===== config.mk =====
export PLATFORM = sky130hd
export DESIGN_NAME = loa_accumulator_flat
export DESIGN_NICKNAME = d
export VERILOG_FILES = /design/src/rtl/loa_accumulator_if.sv /design/src/rtl/loa_accumulator.sv /design/src/flat_wrapper.sv
export SDC_FILE = /design/constraint.sdc
export NUM_CORES = 1
export LEC_CHECK = 0
export ABC_AREA = 1
export CAP_MARGIN = 30
export CORE_MARGIN = 2
export CORE_UTILIZATION = 45
export CTS_BUF_LIST = sky130_fd_sc_hd__clkbuf_4 sky130_fd_sc_hd__clkbuf_8
export DETAILED_ROUTE_END_ITERATION = 8
export PLACE_DENSITY = 0.69
export RECOVER_POWER = 50
export SLEW_MARGIN = 0
export SYNTH_ARGS = -nofsm -noshare
export SYNTH_HDL_FRONTEND = slang
export SYNTH_SLANG_ARGS = --single-unit
export TNS_END_PERCENT = 5

===== constraint.sdc =====
create_clock -name clk -period 2.15 [get_ports clk]
set_input_delay 0.43 -clock clk [delete_from_list [all_inputs] [get_ports clk]]
set_output_delay 0.43 -clock clk [all_outputs]
set_load 0.02 [all_outputs]

===== src/rtl/loa_accumulator_if.sv =====
// rtl/loa_accumulator_if.sv - operand beat stream in, frame result stream out, for loa_accumulator
interface loa_accumulator_if #(
  parameter int WIDTH = 16,
  parameter int ACC_W = 24,
  parameter int CNT_W = 16
);
  logic             in_valid;
  logic             in_ready;
  logic [WIDTH-1:0] in_data;
  logic             in_last;
  logic             out_valid;
  logic             out_ready;
  logic [ACC_W-1:0] out_sum;
  logic             out_ovf;
  logic [CNT_W-1:0] out_count;

  // Producer of beats and consumer of results.
  modport master (
    output in_valid, in_data, in_last, out_ready,
    input  in_ready, out_valid, out_sum, out_ovf, out_count
  );

  // The accumulator itself.
  modport slave (
    input  in_valid, in_data, in_last, out_ready,
    output in_ready, out_valid, out_sum, out_ovf, out_count
  );
endinterface


===== src/rtl/loa_accumulator.sv =====
// rtl/loa_accumulator.sv - frame accumulator using lower-part-OR approximate adds; optional LOA_EXACT_MODE_EN adds exact_mode
module loa_accumulator #(
  parameter int WIDTH  = 16,
  parameter int ACC_W  = 24,
  parameter int APPROX = 8,
  parameter int CNT_W  = 16
) (
  input logic clk,
  input logic rst,
`ifdef LOA_EXACT_MODE_EN
  input logic exact_mode,
`endif
  loa_accumulator_if.slave bus
);

  typedef enum logic [1:0] {
    ST_IDLE = 2'd0,
    ST_ACC  = 2'd1,
    ST_HOLD = 2'd2
  } state_t;

  // Bits below APPROX are produced by OR; APX_IDX is the top approximate bit that feeds the carry.
  localparam logic [ACC_W-1:0] LOW_MASK = {ACC_W{1'b1}} >> (ACC_W - APPROX);
  localparam int               APX_IDX  = (APPROX > 0) ? APPROX - 1 : 0;
  localparam logic [CNT_W-1:0] CNT_MAX  = {CNT_W{1'b1}};

  // Returns {carry_out, sum}. With use_loa low (or APPROX=0) the add is exact.
  function automatic logic [ACC_W:0] loa_add(
    input logic [ACC_W-1:0] x,
    input logic [ACC_W-1:0] y,
    input logic             use_loa
  );
    logic [ACC_W:0]   exact_sum;
    logic [ACC_W:0]   hi_sum;
    logic [ACC_W-1:0] lo_bits;
    logic             carry_in;
    exact_sum = {1'b0, x} + {1'b0, y};
    carry_in  = x[APX_IDX] & y[APX_IDX];
    // Masked operands leave the low bits of hi_sum at zero, so OR-ing the approximate part in is safe.
    hi_sum    = {1'b0, x & ~LOW_MASK} + {1'b0, y & ~LOW_MASK}
              + ((ACC_W+1)'(carry_in) << APPROX);
    lo_bits   = (x | y) & LOW_MASK;
    if (use_loa && (APPROX > 0)) begin
      return hi_sum | {1'b0, lo_bits};
    end
    return exact_sum;
  endfunction

  state_t           state_q, state_d;
  logic [ACC_W-1:0] acc_q, acc_d;
  logic             ovf_q, ovf_d;
  logic [CNT_W-1:0] count_q, count_d;
  logic [ACC_W-1:0] res_sum_q, res_sum_d;
  logic             res_ovf_q, res_ovf_d;
  logic [CNT_W-1:0] res_cnt_q, res_cnt_d;

  logic             in_ready_w;
  logic             out_valid_w;
  logic             accept;
  logic             deliver;
  logic [WIDTH-1:0] in_data_w;
  logic [ACC_W-1:0] operand;
  logic [ACC_W:0]   add_res;
  logic             first_loa;
  logic             frame_loa;

`ifdef LOA_EXACT_MODE_EN
  logic exact_q, exact_d;
  // The mode is taken from the port on a frame's first beat and from the latch afterwards.
  assign first_loa = ~exact_mode;
  assign frame_loa = ~exact_q;
`else
  assign first_loa = 1'b1;
  assign frame_loa = 1'b1;
`endif

  assign in_data_w = bus.in_data;
  assign operand   = ACC_W'(in_data_w);

  // Next-state, accumulate and result-capture logic.
  always_comb begin
    state_d     = state_q;
    acc_d       = acc_q;
    ovf_d       = ovf_q;
    count_d     = count_q;
    res_sum_d   = res_sum_q;
    res_ovf_d   = res_ovf_q;
    res_cnt_d   = res_cnt_q;
    add_res     = '0;
`ifdef LOA_EXACT_MODE_EN
    exact_d     = exact_q;
`endif
    in_ready_w  = (state_q != ST_HOLD);
    out_valid_w = (state_q == ST_HOLD);
    accept      = bus.in_valid & in_ready_w;
    deliver     = out_valid_w & bus.out_ready;

    case (state_q)
      ST_IDLE: begin
        if (accept) begin
          add_res = loa_add('0, operand, first_loa);
          acc_d   = add_res[ACC_W-1:0];
          ovf_d   = 1'b0;
          count_d = CNT_W'(1);
`ifdef LOA_EXACT_MODE_EN
          exact_d = exact_mode;
`endif
          if (bus.in_last) begin
            state_d   = ST_HOLD;
            res_sum_d = acc_d;
            res_ovf_d = ovf_d;
            res_cnt_d = count_d;
          end else begin
            state_d = ST_ACC;
          end
        end
      end

      ST_ACC: begin
        if (accept) begin
          add_res = loa_add(acc_q, operand, frame_loa);
          acc_d   = add_res[ACC_W-1:0];
          ovf_d   = ovf_q | add_res[ACC_W];
          count_d = (count_q == CNT_MAX) ? count_q : count_q + CNT_W'(1);
          if (bus.in_last) begin
            state_d   = ST_HOLD;
            res_sum_d = acc_d;
            res_ovf_d = ovf_d;
            res_cnt_d = count_d;
          end
        end
      end

      ST_HOLD: begin
        // No accept here: the beat after a handoff waits for the IDLE cycle.
        if (deliver) begin
          state_d = ST_IDLE;
        end
      end

      default: begin
        state_d = ST_IDLE;
      end
    endcase
  end

  // State and datapath registers; reset wins over any handshake in the same cycle.
  always_ff @(posedge clk) begin
    if (rst) begin
      state_q   <= ST_IDLE;
      acc_q     <= '0;
      ovf_q     <= 1'b0;
      count_q   <= '0;
      res_sum_q <= '0;
      res_ovf_q <= 1'b0;
      res_cnt_q <= '0;
`ifdef LOA_EXACT_MODE_EN
      exact_q   <= 1'b0;
`endif
    end else begin
      state_q   <= state_d;
      acc_q     <= acc_d;
      ovf_q     <= ovf_d;
      count_q   <= count_d;
      res_sum_q <= res_sum_d;
      res_ovf_q <= res_ovf_d;
      res_cnt_q <= res_cnt_d;
`ifdef LOA_EXACT_MODE_EN
      exact_q   <= exact_d;
`endif
    end
  end

  assign bus.in_ready  = in_ready_w;
  assign bus.out_valid = out_valid_w;
  assign bus.out_sum   = res_sum_q;
  assign bus.out_ovf   = res_ovf_q;
  assign bus.out_count = res_cnt_q;

endmodule


===== src/flat_wrapper.sv =====
// flat-port wrapper written by rule: the top's interface ports become plain ports
module loa_accumulator_flat 
#(
  parameter int WIDTH  = 16,
  parameter int ACC_W  = 24,
  parameter int APPROX = 8,
  parameter int CNT_W  = 16
)
  (clk, rst, bus_in_valid, bus_in_data, bus_in_last, bus_out_ready, bus_in_ready, bus_out_valid, bus_out_sum, bus_out_ovf, bus_out_count);
  loa_accumulator_if #(.WIDTH(WIDTH), .ACC_W(ACC_W), .CNT_W(CNT_W)) bus_i ();
  input logic clk;
  input logic rst;
  input wire logic [$bits(bus_i.in_valid)-1:0] bus_in_valid;
  input wire logic [$bits(bus_i.in_data)-1:0] bus_in_data;
  input wire logic [$bits(bus_i.in_last)-1:0] bus_in_last;
  input wire logic [$bits(bus_i.out_ready)-1:0] bus_out_ready;
  output wire logic [$bits(bus_i.in_ready)-1:0] bus_in_ready;
  output wire logic [$bits(bus_i.out_valid)-1:0] bus_out_valid;
  output wire logic [$bits(bus_i.out_sum)-1:0] bus_out_sum;
  output wire logic [$bits(bus_i.out_ovf)-1:0] bus_out_ovf;
  output wire logic [$bits(bus_i.out_count)-1:0] bus_out_count;
  assign bus_i.in_valid = bus_in_valid;
  assign bus_i.in_data = bus_in_data;
  assign bus_i.in_last = bus_in_last;
  assign bus_i.out_ready = bus_out_ready;
  assign bus_in_ready = bus_i.in_ready;
  assign bus_out_valid = bus_i.out_valid;
  assign bus_out_sum = bus_i.out_sum;
  assign bus_out_ovf = bus_i.out_ovf;
  assign bus_out_count = bus_i.out_count;
  loa_accumulator #(.WIDTH(WIDTH), .ACC_W(ACC_W), .APPROX(APPROX), .CNT_W(CNT_W)) u_core (.clk(clk), .rst(rst), .bus(bus_i));
endmodule

### Word level (Yosys, flattened, before mapping)

Index checks and enable logic that the tools add are counted.

| word-level totals | value |
|---|---|
| register bits after elaboration | 84 |
| output and inout bits | 43 |

| operators by class | value |
|---|---|
| $add $sub $neg | 4 |
| equal/unequal tests | 9 |
| muxes and demuxes | 38 |
| bitwise logic cells | 7 |
| reduce and logical (&&, ||, !) cells | 5 |

Operators with widths:

| kind | count |
|---|---|
| two-way mux 24 bit | 6 |
| two-way mux 16 bit | 8 |
| one-hot mux 24 bit (2 select lines) | 2 |
| two-way mux 25 bit | 3 |
| one-hot mux 16 bit (2 select lines) | 2 |
| adder 24 x 16 -> 25 bit | 2 |
| adder 25 x 9 -> 25 bit | 1 |
| bitwise OR 25 x 8 -> 25 bit | 1 |
| adder 16 x 1 -> 16 bit, second input constant | 1 |
| equality test 16 bit, second input constant | 1 |
| bitwise OR 16 x 8 -> 16 bit | 1 |
| two-way mux 2 bit | 5 |
| two-way mux 1 bit | 9 |
| bitwise OR 8 bit | 1 |
| inequality test 2 x 1 -> 1 bit, second input constant | 3 |
| inequality test 2 bit, second input constant | 3 |
| one-hot mux 2 bit (3 select lines) | 1 |
| AND reduction 5 bit | 1 |
| one-hot mux 1 bit (2 select lines) | 2 |
| AND reduction 4 bit | 1 |
| bitwise AND 1 bit | 3 |
| AND reduction 3 bit | 1 |
| equality test 2 x 1 -> 1 bit, second input constant | 1 |
| equality test 2 bit, second input constant | 1 |
| 3 further kinds | 3 |

### Longest topological paths before layout

Gate-level depths: netlist of run 1.

| depth | value |
|---|---|
| word-level depth | 11 |
| mapped depth | 14 |
| gate-level depth less buffers | 14 |

### Least setup slack after synthesis of run 1

Ideal clock, no wire load.

| timing | value |
|---|---|
| kind | input-to-reg |
| start | input port bus_in_data[9] |
| end | register u_core.res_sum_q[13] (netlist: u_core.bus.out_sum[13]) |
| data arrival time | 1.955 ns |
| data required time | 2.041 ns |
| slack | 0.086 ns |
| stages on the path | 11 |
| path buffers | 0 |
| cells stage by stage | ha_1 > ha_1 > fa_1 > nand2_1 > nand2_1 > and2_1 > xor2_1 > nand2_1 > nand3_1 > nand2_1 > inv_1 |

| on the way | value |
|---|---|
| cells in the longest elaborated chain, start to end | 9 |
| elaborated cells between the ends (all ways) | 10 |

RTL lines:

| what | line | source |
|---|---|---|
| start, declared | flat_wrapper.sv:14 | `input wire logic [$bits(bus_i.in_data)-1:0] bus_in_data;` |
| adder 24 x 16 -> 25 bit | loa_accumulator.sv:40 | `hi_sum = {1'b0, x & ~LOW_MASK} + {1'b0, y & ~LOW_MASK}` |
| adder 25 x 9 -> 25 bit | loa_accumulator.sv:41 | `+ ((ACC_W+1)'(carry_in) << APPROX);` |
| bitwise OR 25 x 8 -> 25 bit | loa_accumulator.sv:44 | `return hi_sum \| {1'b0, lo_bits};` |
| two-way mux 25 bit * | loa_accumulator.sv:46 | `return exact_sum;` |
| two-way mux 25 bit * | loa_accumulator.sv:120 | `if (accept) begin` |
| two-way mux 25 bit * | loa_accumulator.sv:98 | `case (state_q)` |
| two-way mux 24 bit * | loa_accumulator.sv:125 | `if (bus.in_last) begin` |
| two-way mux 24 bit * | loa_accumulator.sv:120 |  |
| one-hot mux 24 bit (2 select lines) * | loa_accumulator.sv:98 |  |
| end signal, assigned | loa_accumulator.sv:165 | `res_sum_q <= res_sum_d;` |
| end, declared | loa_accumulator.sv:53 | `logic [ACC_W-1:0] res_sum_q, res_sum_d;` |

Mark *: on every way between the ends. The rest lies on a longest branch, timed or not. The select of a mux whose other input is x is not followed.
A chain may end at the register's enable or synchronous reset.

### Worst setup path in the final report of run 1

| timing | value |
|---|---|
| start | input port bus_in_data[11] |
| end | register u_core.res_sum_q[14] (netlist: u_core.bus.out_sum[14]) |

Same word-level chain as after synthesis.

==> results of run 1 <==
kinds of logic (layout without fill, tap and decap cells):
logic type | after synthesis | in the layout | share of synthesized area (%)
AND/OR/NAND/NOR | 241 | 241 | 24.54
XOR/XNOR | 8 | 8 | 1.609
buffers and inverters | 97 | 165 | 9.425
adder cells (fa/ha/maj) | 18 | 18 | 5.517
flip-flops | 84 | 84 | 38.62
AO/OA/AOI/OAI | 165 | 165 | 20.29
registers in the layout (all words and copies together), names as in the netlist:
| register | count |
|---|---|
| u_core.acc_q | 24 |
| u_core.bus.out_count | 16 |
| u_core.bus.out_ovf | 1 |
| u_core.bus.out_sum | 24 |
| u_core.count_q | 16 |
| u_core.ovf_q | 1 |
| u_core.state_q | 2 |
worst max-delay path by stage:
stage	startpoint	to	slack (ns)	depth (start not counted)
floorplan	bus_in_data[9]	u_core.bus.out_sum[13]	0.09	11
global placement	bus_in_data[8]	u_core.bus.out_sum[15]	-0.50	15
detailed placement	bus_in_data[8]	u_core.acc_q[21]	-0.53	14
CTS	bus_in_data[7]	u_core.bus.out_sum[13]	-0.0004	14
global route	bus_in_data[11]	u_core.bus.out_sum[14]	-0.02	13
finish	bus_in_data[11]	u_core.bus.out_sum[14]	0.05	13
layout by cell type, fill, tap and decap left out, types with 2 or more instances in the layout:
| cell | count |
|---|---|
| a21oi_2 | 4 |
| nand4_1 | 6 |
| o21ai_0 | 79 |
| o211ai_1 | 3 |
| clkinvlp_4 | 2 |
| a21oi_1 | 59 |
| o21bai_1 | 9 |
| nand3_1 | 36 |
| ha_1 | 8 |
| nor2_4 | 2 |
| o21ai_1 | 3 |
| ha_4 | 8 |
| xor2_1 | 5 |
| buf_4 | 15 |
| a31oi_1 | 2 |
| xnor2_1 | 3 |
| dlygate4sd3_1 | 17 |
| o211ai_2 | 2 |
| dlymetal6s2s_1 | 3 |
| inv_2 | 5 |
| fa_2 | 2 |
| clkbuf_8 | 10 |
| nand3_2 | 8 |
| nand2_1 | 105 |
| nor2_1 | 52 |
| dlygate4sd2_1 | 2 |
| clkdlybuf4s50_1 | 41 |
| o21a_1 | 4 |
| nor2_2 | 3 |
| or2_2 | 2 |
| dfxtp_1 | 83 |
| nand3b_1 | 8 |
| inv_1 | 62 |
| nand2_2 | 12 |
| nor3_1 | 4 |
report_power, final:
| group | internal, uW | switching (uW) | total [uW] | leakage [uW] |
|---|---|---|---|---|
| clock | 584 | 577 | 1160 | 0.0000994 |
| combinational | 347 | 456 | 803 | 0.00159 |
| sequential | 1670 | 82.5 | 1750 | 0.000692 |
| total | 2600 | 1120 | 3720 | 0.00238 |
routing by layer:
metal	part of all wire, %	vias to the layer above
met2	45	105
met5	0	-
li1	-	2145
met4	1.1	0
met1	48	1880
met3	6.1	11
cell type report:
type	count	area (um2)	share of cell area (%)
Tap cell	129	161.4	2.922
Clock inverter	5	58.81	1.065
Sequential cell	84	1683	30.46
Clock buffer	11	145.1	2.627
Inverter	68	256.5	4.643
Timing Repair Buffer	81	777.0	14.07
Multi-Input combinational cell	432	2442	44.21
timing repair:
item / 4_1_cts / 5_1_grt
hold buffers: 0 / 0
resized for setup: 21 / 25
endpoints found under the setup margin: 26 / 26
pin swaps: 10 / 10
metrics by stage:
stage          setup TNS [ns]  total power (uW)  std cells  worst slack [ns]  utilization, %
3_5_place_dp           -12.68              2527        794           -0.5280           55.16
4_1_cts            -0.0004006              3715        810        -0.0004006           58.26
5_1_grt              -0.06357              3930        810          -0.02427           59.22
6_report                    0              3719        810           0.04984           59.22
2_1_floorplan               0              2255        613           0.08635               -
3_3_place_gp           -12.05              2507        794           -0.4982           55.16
worst max-delay path: stages:
cell and delay, ns:
clkdlybuf4s50_1 0.56, ha_4 0.24, ha_4 0.27, buf_4 0.11, inv_1 0.04, nand2_1 0.08
nand3_2 0.11, nand2_2 0.12, nand2_1 0.06, nand3_1 0.12, o211ai_1 0.11, nand2_1 0.07
inv_1 0.03
==> results.sh, run 1 <==
export IMPL_syn_inst=613
export IMPL_synth_area_mm2=0.004354
export IMPL_endpoint_kind="flop"
export IMPL_clockBufferDepth=2
export IMPL_finClkSkew_ns=0.009685
export IMPL_top_usage_layer="met2"
export IMPL_htreeDepth=3
export IMPL_synth_area_leaders="dfxtp_1, nand2_1, o21ai_0"
export IMPL_grtUsageMet2_pct=33.65
export IMPL_drive_above_1_share_pct=12.48
export IMPL_grtUsageTotal_pct=20.92
export IMPL_critPathLaunchType="input pin"
export IMPL_gp_congestion=0.9052
export IMPL_cts_made_buffers=9
export IMPL_path_class="in -> reg"
export IMPL_start_util_pct=46.68
export IMPL_worstPathMaxFanout=4
export IMPL_io_pins=64
export IMPL_place_hpwl_mm=7.279
export IMPL_grt_max_degree=43
export IMPL_finalSetupViolCount=0
export IMPL_rows=35
export IMPL_insertion_delay_ns=0.35
export IMPL_nets=715
export IMPL_design_core_area_mm2=0.009328
export IMPL_met1_usage_pct=27.85
export IMPL_drtAntennaViolNets=0
export IMPL_grt_overflow=0
export IMPL_cts_tree="done"
export IMPL_max_cap_violations=0
export IMPL_yosys_area_top_type_share_pct=38.62
export IMPL_hold_violations=0
export IMPL_timing_rr_end="u_core.bus.out_sum[13]"
export IMPL_clock_fmax_mhz=476.2
export IMPL_synth_seq_cells=84
export IMPL_power_density_mw_per_mm2=673.2
export IMPL_synth_top_area_cell="dfxtp_1"
export IMPL_hold_slack_ns=0.4579
export IMPL_reg2reg_from="u_core.acc_q[7]"
export IMPL_postCtsSetupBuffers=0
export IMPL_routed_wl_mm=10.54
export IMPL_final_cell_area_mm2=0.005524
export IMPL_synth_edf_count=0
export IMPL_die_w_um=102.4
export IMPL_maxSlewHeadroom_pct=51.13
export IMPL_worstHoldPathType="reg -> reg"
export IMPL_routedWlPerCell_um=13.01
export IMPL_outcome="finished clean"
export IMPL_synth_most_common_cell="nand2_1"
export IMPL_async_flop_share_pct=0
export IMPL_dr_pass1_iters=5
export IMPL_synth_nets=652
export IMPL_min_period_over_period_pct=97.68
export IMPL_vdd_drop_max_mv=0.4479
export IMPL_reg2reg_slack_ns=0.10
export IMPL_die_area_mm2=0.01048
export IMPL_root_buffer="clkbuf_8"
export IMPL_fill_cells=875
export IMPL_viasPerCell=5.112
export IMPL_synthFlopType="dfxtp_1"
export IMPL_grt_pass1_vias=3814
export IMPL_cts_sinks=84
export IMPL_area_delta_synth_final_pct=26.87
export IMPL_grt_pass1_wl_mm=17.48
export IMPL_drt_initial_drc_count=199
export IMPL_worst_pin_slew_ns=0.7322
export IMPL_min_delay_start="u_core.acc_q[0]"
export IMPL_synth_common_cells="nand2_1, dfxtp_1, o21ai_0"
export IMPL_p_leak_uw=0.002383
export IMPL_synth_distinct_cells=32
export IMPL_ff2ff_path_depth=13
export IMPL_die_h_um=102.4
export IMPL_fin_crit_ns=2.100
export IMPL_placed_cell_area_mm2=0.005145
export IMPL_yosysWarnings=0
export IMPL_vias=4141
export IMPL_hold_depth=2
export IMPL_timing_final_max_slew_violations=0
export IMPL_seq_area_frac_synth_pct=38.62
export IMPL_drc=0
export IMPL_antenna_found_initial=0
export IMPL_io_buffers=63
export IMPL_met3_usage_pct=5.609
export IMPL_synth_area_per_cell_um2=7.103
export IMPL_diodes=0
export IMPL_worstPathArrival_ns=2.36
export IMPL_clkTransAtPathRegs_ns=0.08
export IMPL_min_to="u_core.acc_q[0]"
export IMPL_critPathRequiredTime_ns=2.41
Note: power is estimated with default switching activity, not from simulation.
==> inputs of run 2 (changes only) <==
- ABC_AREA: 1 -> 0
- CTS_BUF_LIST: sky130_fd_sc_hd__clkbuf_4 sky130_fd_sc_hd__clkbuf_8 -> sky130_fd_sc_hd__clkbuf_4
- CTS_CLUSTER_DIAMETER: default -> 50
==> results.sh, run 2 <==
export IMPL_critPathLaunchType="flop"
export IMPL_max_cap_violations=0
export IMPL_yosysWarnings=0
export IMPL_cp_cell_sequence="inv_2 > fa_2 > inv_2 > ha_4 > fa_2 > a211oi_4 > o211ai_2 > nand4_1 > or3_1 > a31oi_1"
export IMPL_syn_inst=515
export IMPL_drc=0
export IMPL_async_flop_share_pct=0
export IMPL_fin_crit_ns=2.249
export IMPL_outcome="finished with violations"
export IMPL_antenna_found_initial=0
export IMPL_synth_area_per_cell_um2=8.272
export IMPL_clkTransAtPathRegs_ns=0.16
export IMPL_dr_pass1_iters=4
export IMPL_clock_fmax_mhz=444.6
export IMPL_design_core_area_mm2=0.009196
export IMPL_place_hpwl_mm=8.380
export IMPL_worstPathArrival_ns=2.63
export IMPL_io_pins=64
export IMPL_synth_common_cells="dfxtp_1, nor2_1, nand2_1"
export IMPL_synth_mux_area_share_pct=1.645
export IMPL_p_leak_uw=0.002103
export IMPL_synth_compound_gate_area_share_pct=21.38
export IMPL_seq_area_mm2=0.001687
export IMPL_seq_area_frac_synth_pct=39.47
export IMPL_synth_distinct_cells=58
export IMPL_cts_sinks=84
export IMPL_finalSetupViolCount=10
export IMPL_cts_made_buffers=9
export IMPL_cp_num_buf_inv=2
export IMPL_maxSlewHeadroom_pct=49.69
export IMPL_grt_pass1_wl_mm=19.89
export IMPL_insertion_delay_ns=0.43
export IMPL_cp_slowest_cell="or3_1"
export IMPL_critPathRequiredTime_ns=2.53
export IMPL_start_util_pct=46.33
export IMPL_routed_wl_mm=11.86
export IMPL_ctsHoldBuffers=0
export IMPL_hold_violations=0
export IMPL_grt_max_degree=32
export IMPL_synth_xor_area_share_pct=3.289
export IMPL_synth_nets=554
export IMPL_final_core_util_pct=61.06
export IMPL_rsz0062_at_grt="yes"
export IMPL_endpoint_kind="flop"
export IMPL_synth_edf_count=0
export IMPL_path_class="reg -> reg"
export IMPL_io_buffers=63
export IMPL_cts_tree="done"
export IMPL_synth_most_common_cell="dfxtp_1"
export IMPL_root_buffer="clkbuf_4"
export IMPL_die_area_mm2=0.01026
export IMPL_fin_ws_ns=-0.09934
export IMPL_rows=35
export IMPL_synth_area_mm2=0.004260
export IMPL_crit_path_max_incr_delay_ns=0.40
export IMPL_min_period_over_period_pct=104.6
export IMPL_nets=644
export IMPL_finClkSkew_ns=0.02020
export IMPL_worst_pin_slew_ns=0.7547
export IMPL_final_common_cell="dfxtp_1"
export IMPL_synth_top_area_cell="dfxtp_1"
export IMPL_grt_pass1_vias=4035
export IMPL_htreeDepth=3
export IMPL_drtAntennaViolNets=0
export IMPL_yosys_area_share_adder_pct=5.639
export IMPL_synthSimpleGateAreaFrac_pct=24.17
export IMPL_worstPathMaxFanout=3
export IMPL_grt_overflow=0
export IMPL_clockBufferDepth=2
export IMPL_dp_worst_setup_slack_ns=-0.7147
export IMPL_drt_initial_drc_count=195
export IMPL_area_delta_synth_final_pct=31.81
export IMPL_timing_final_max_slew_violations=0
export IMPL_worstHoldPathType="in -> reg"
export IMPL_critical_path_top_delay_family="adder cells"
export IMPL_setup_tns_ns=-0.5116
export IMPL_fill_cells=823
export IMPL_drive_above_1_share_pct=17.54
export IMPL_power_density_mw_per_mm2=572.9
export IMPL_gp_congestion=0.8923
export IMPL_multi_input_area_mm2=0.002629
export IMPL_die_w_um=101.3
export IMPL_routedWlPerCell_um=16.45
export IMPL_synth_area_leaders="dfxtp_1, ha_1, nor2_1"
export IMPL_synth_seq_cells=84
export IMPL_mostFrequentLayoutCells="dfxtp_1, nor2_1, nand2_1"
export IMPL_synthFlopType="dfxtp_1"
export IMPL_vdd_drop_max_mv=0.3045
export IMPL_yosys_area_top_type_share_pct=39.47
export IMPL_synth_top_family_by_area="simple AND/OR/NAND/NOR gates"
export IMPL_violations="setup timing"
export IMPL_die_h_um=101.3
export IMPL_grtUsageTotal_pct=24.44
export IMPL_viasPerCell=5.809
export IMPL_diodes=0
export IMPL_vias=4188
## run 2: worst register-to-register path, stage by stage, from the launching register on
cell,delay (ns)
dfxtp_2,0.37
inv_2,0.04
fa_2,0.34
inv_2,0.07
ha_4,0.14
fa_2,0.23
a211oi_4,0.08
o211ai_2,0.21
nand4_1,0.18
or3_1,0.40
a31oi_1,0.15
## run 2: area by class of cell
| class | instances | share of cell area [%] |
|---|---|---|
| timing repair buffer | 115 | 17.83 |
| multi-input combinational | 386 | 46.81 |
| tap | 111 | 2.473 |
| clock buffer | 9 | 1.203 |
| clock inverter | 7 | 1.047 |
| sequential | 84 | 30.04 |
| inverter | 9 | 0.6016 |
## run 2: per-layer routing
metal / wire (um) / global-route usage, %
met2: 5845 / 41.87
met3: 581 / 4.969
met4: 210 / 8.004
met1: 5224 / 30.80
met5: 0 / 0
## run 2: timing repair
item	4_1_cts	5_1_grt
pin swaps	21	9
resized for setup	37	12
endpoints found under the setup margin	25	25
buffers inserted	3	1
## run 2: kinds of logic after synthesis
kind of cell | count (synthesis)
fa+ha+maj | 18
xor+xnor | 16
mux | 7
flops | 84
compound gates | 140
simple gates | 205
buf+inv | 45
## run 2: path summary, 6_finish.rpt
check / start / end / slack [ns] / cells past startpoint
setup / recovery: u_core.acc_q[8] / u_core.acc_q[23] / -0.1 / 10
hold / removal: rst / u_core.acc_q[16] / 0.39 / 3
setup reg to reg: u_core.acc_q[8] / u_core.acc_q[23] / -0.1 / 10
hold reg to reg: u_core.bus.out_count[13] / u_core.bus.out_count[13] / 0.44 / 2
## run 2: stage by stage
step	hold slack, ns	total power (uW)	cell area [um2]	std cells
after CTS	0.3687	3224	5592	720
after global placement	0.4287	2270	5271	701
final	0.3917	3217	5615	721
after detailed placement	0.4342	2287	5271	701
after global routing	0.3621	3382	5615	721
after floorplan	0.4258	2016	4283	515
## run 2: power by group
part / internal (uW) / switching [uW] / total, uW
clock network: 258 / 615 / 873
logic: 327 / 370 / 697
registers: 1610 / 38.0 / 1650
total: 2190 / 1020 / 3220
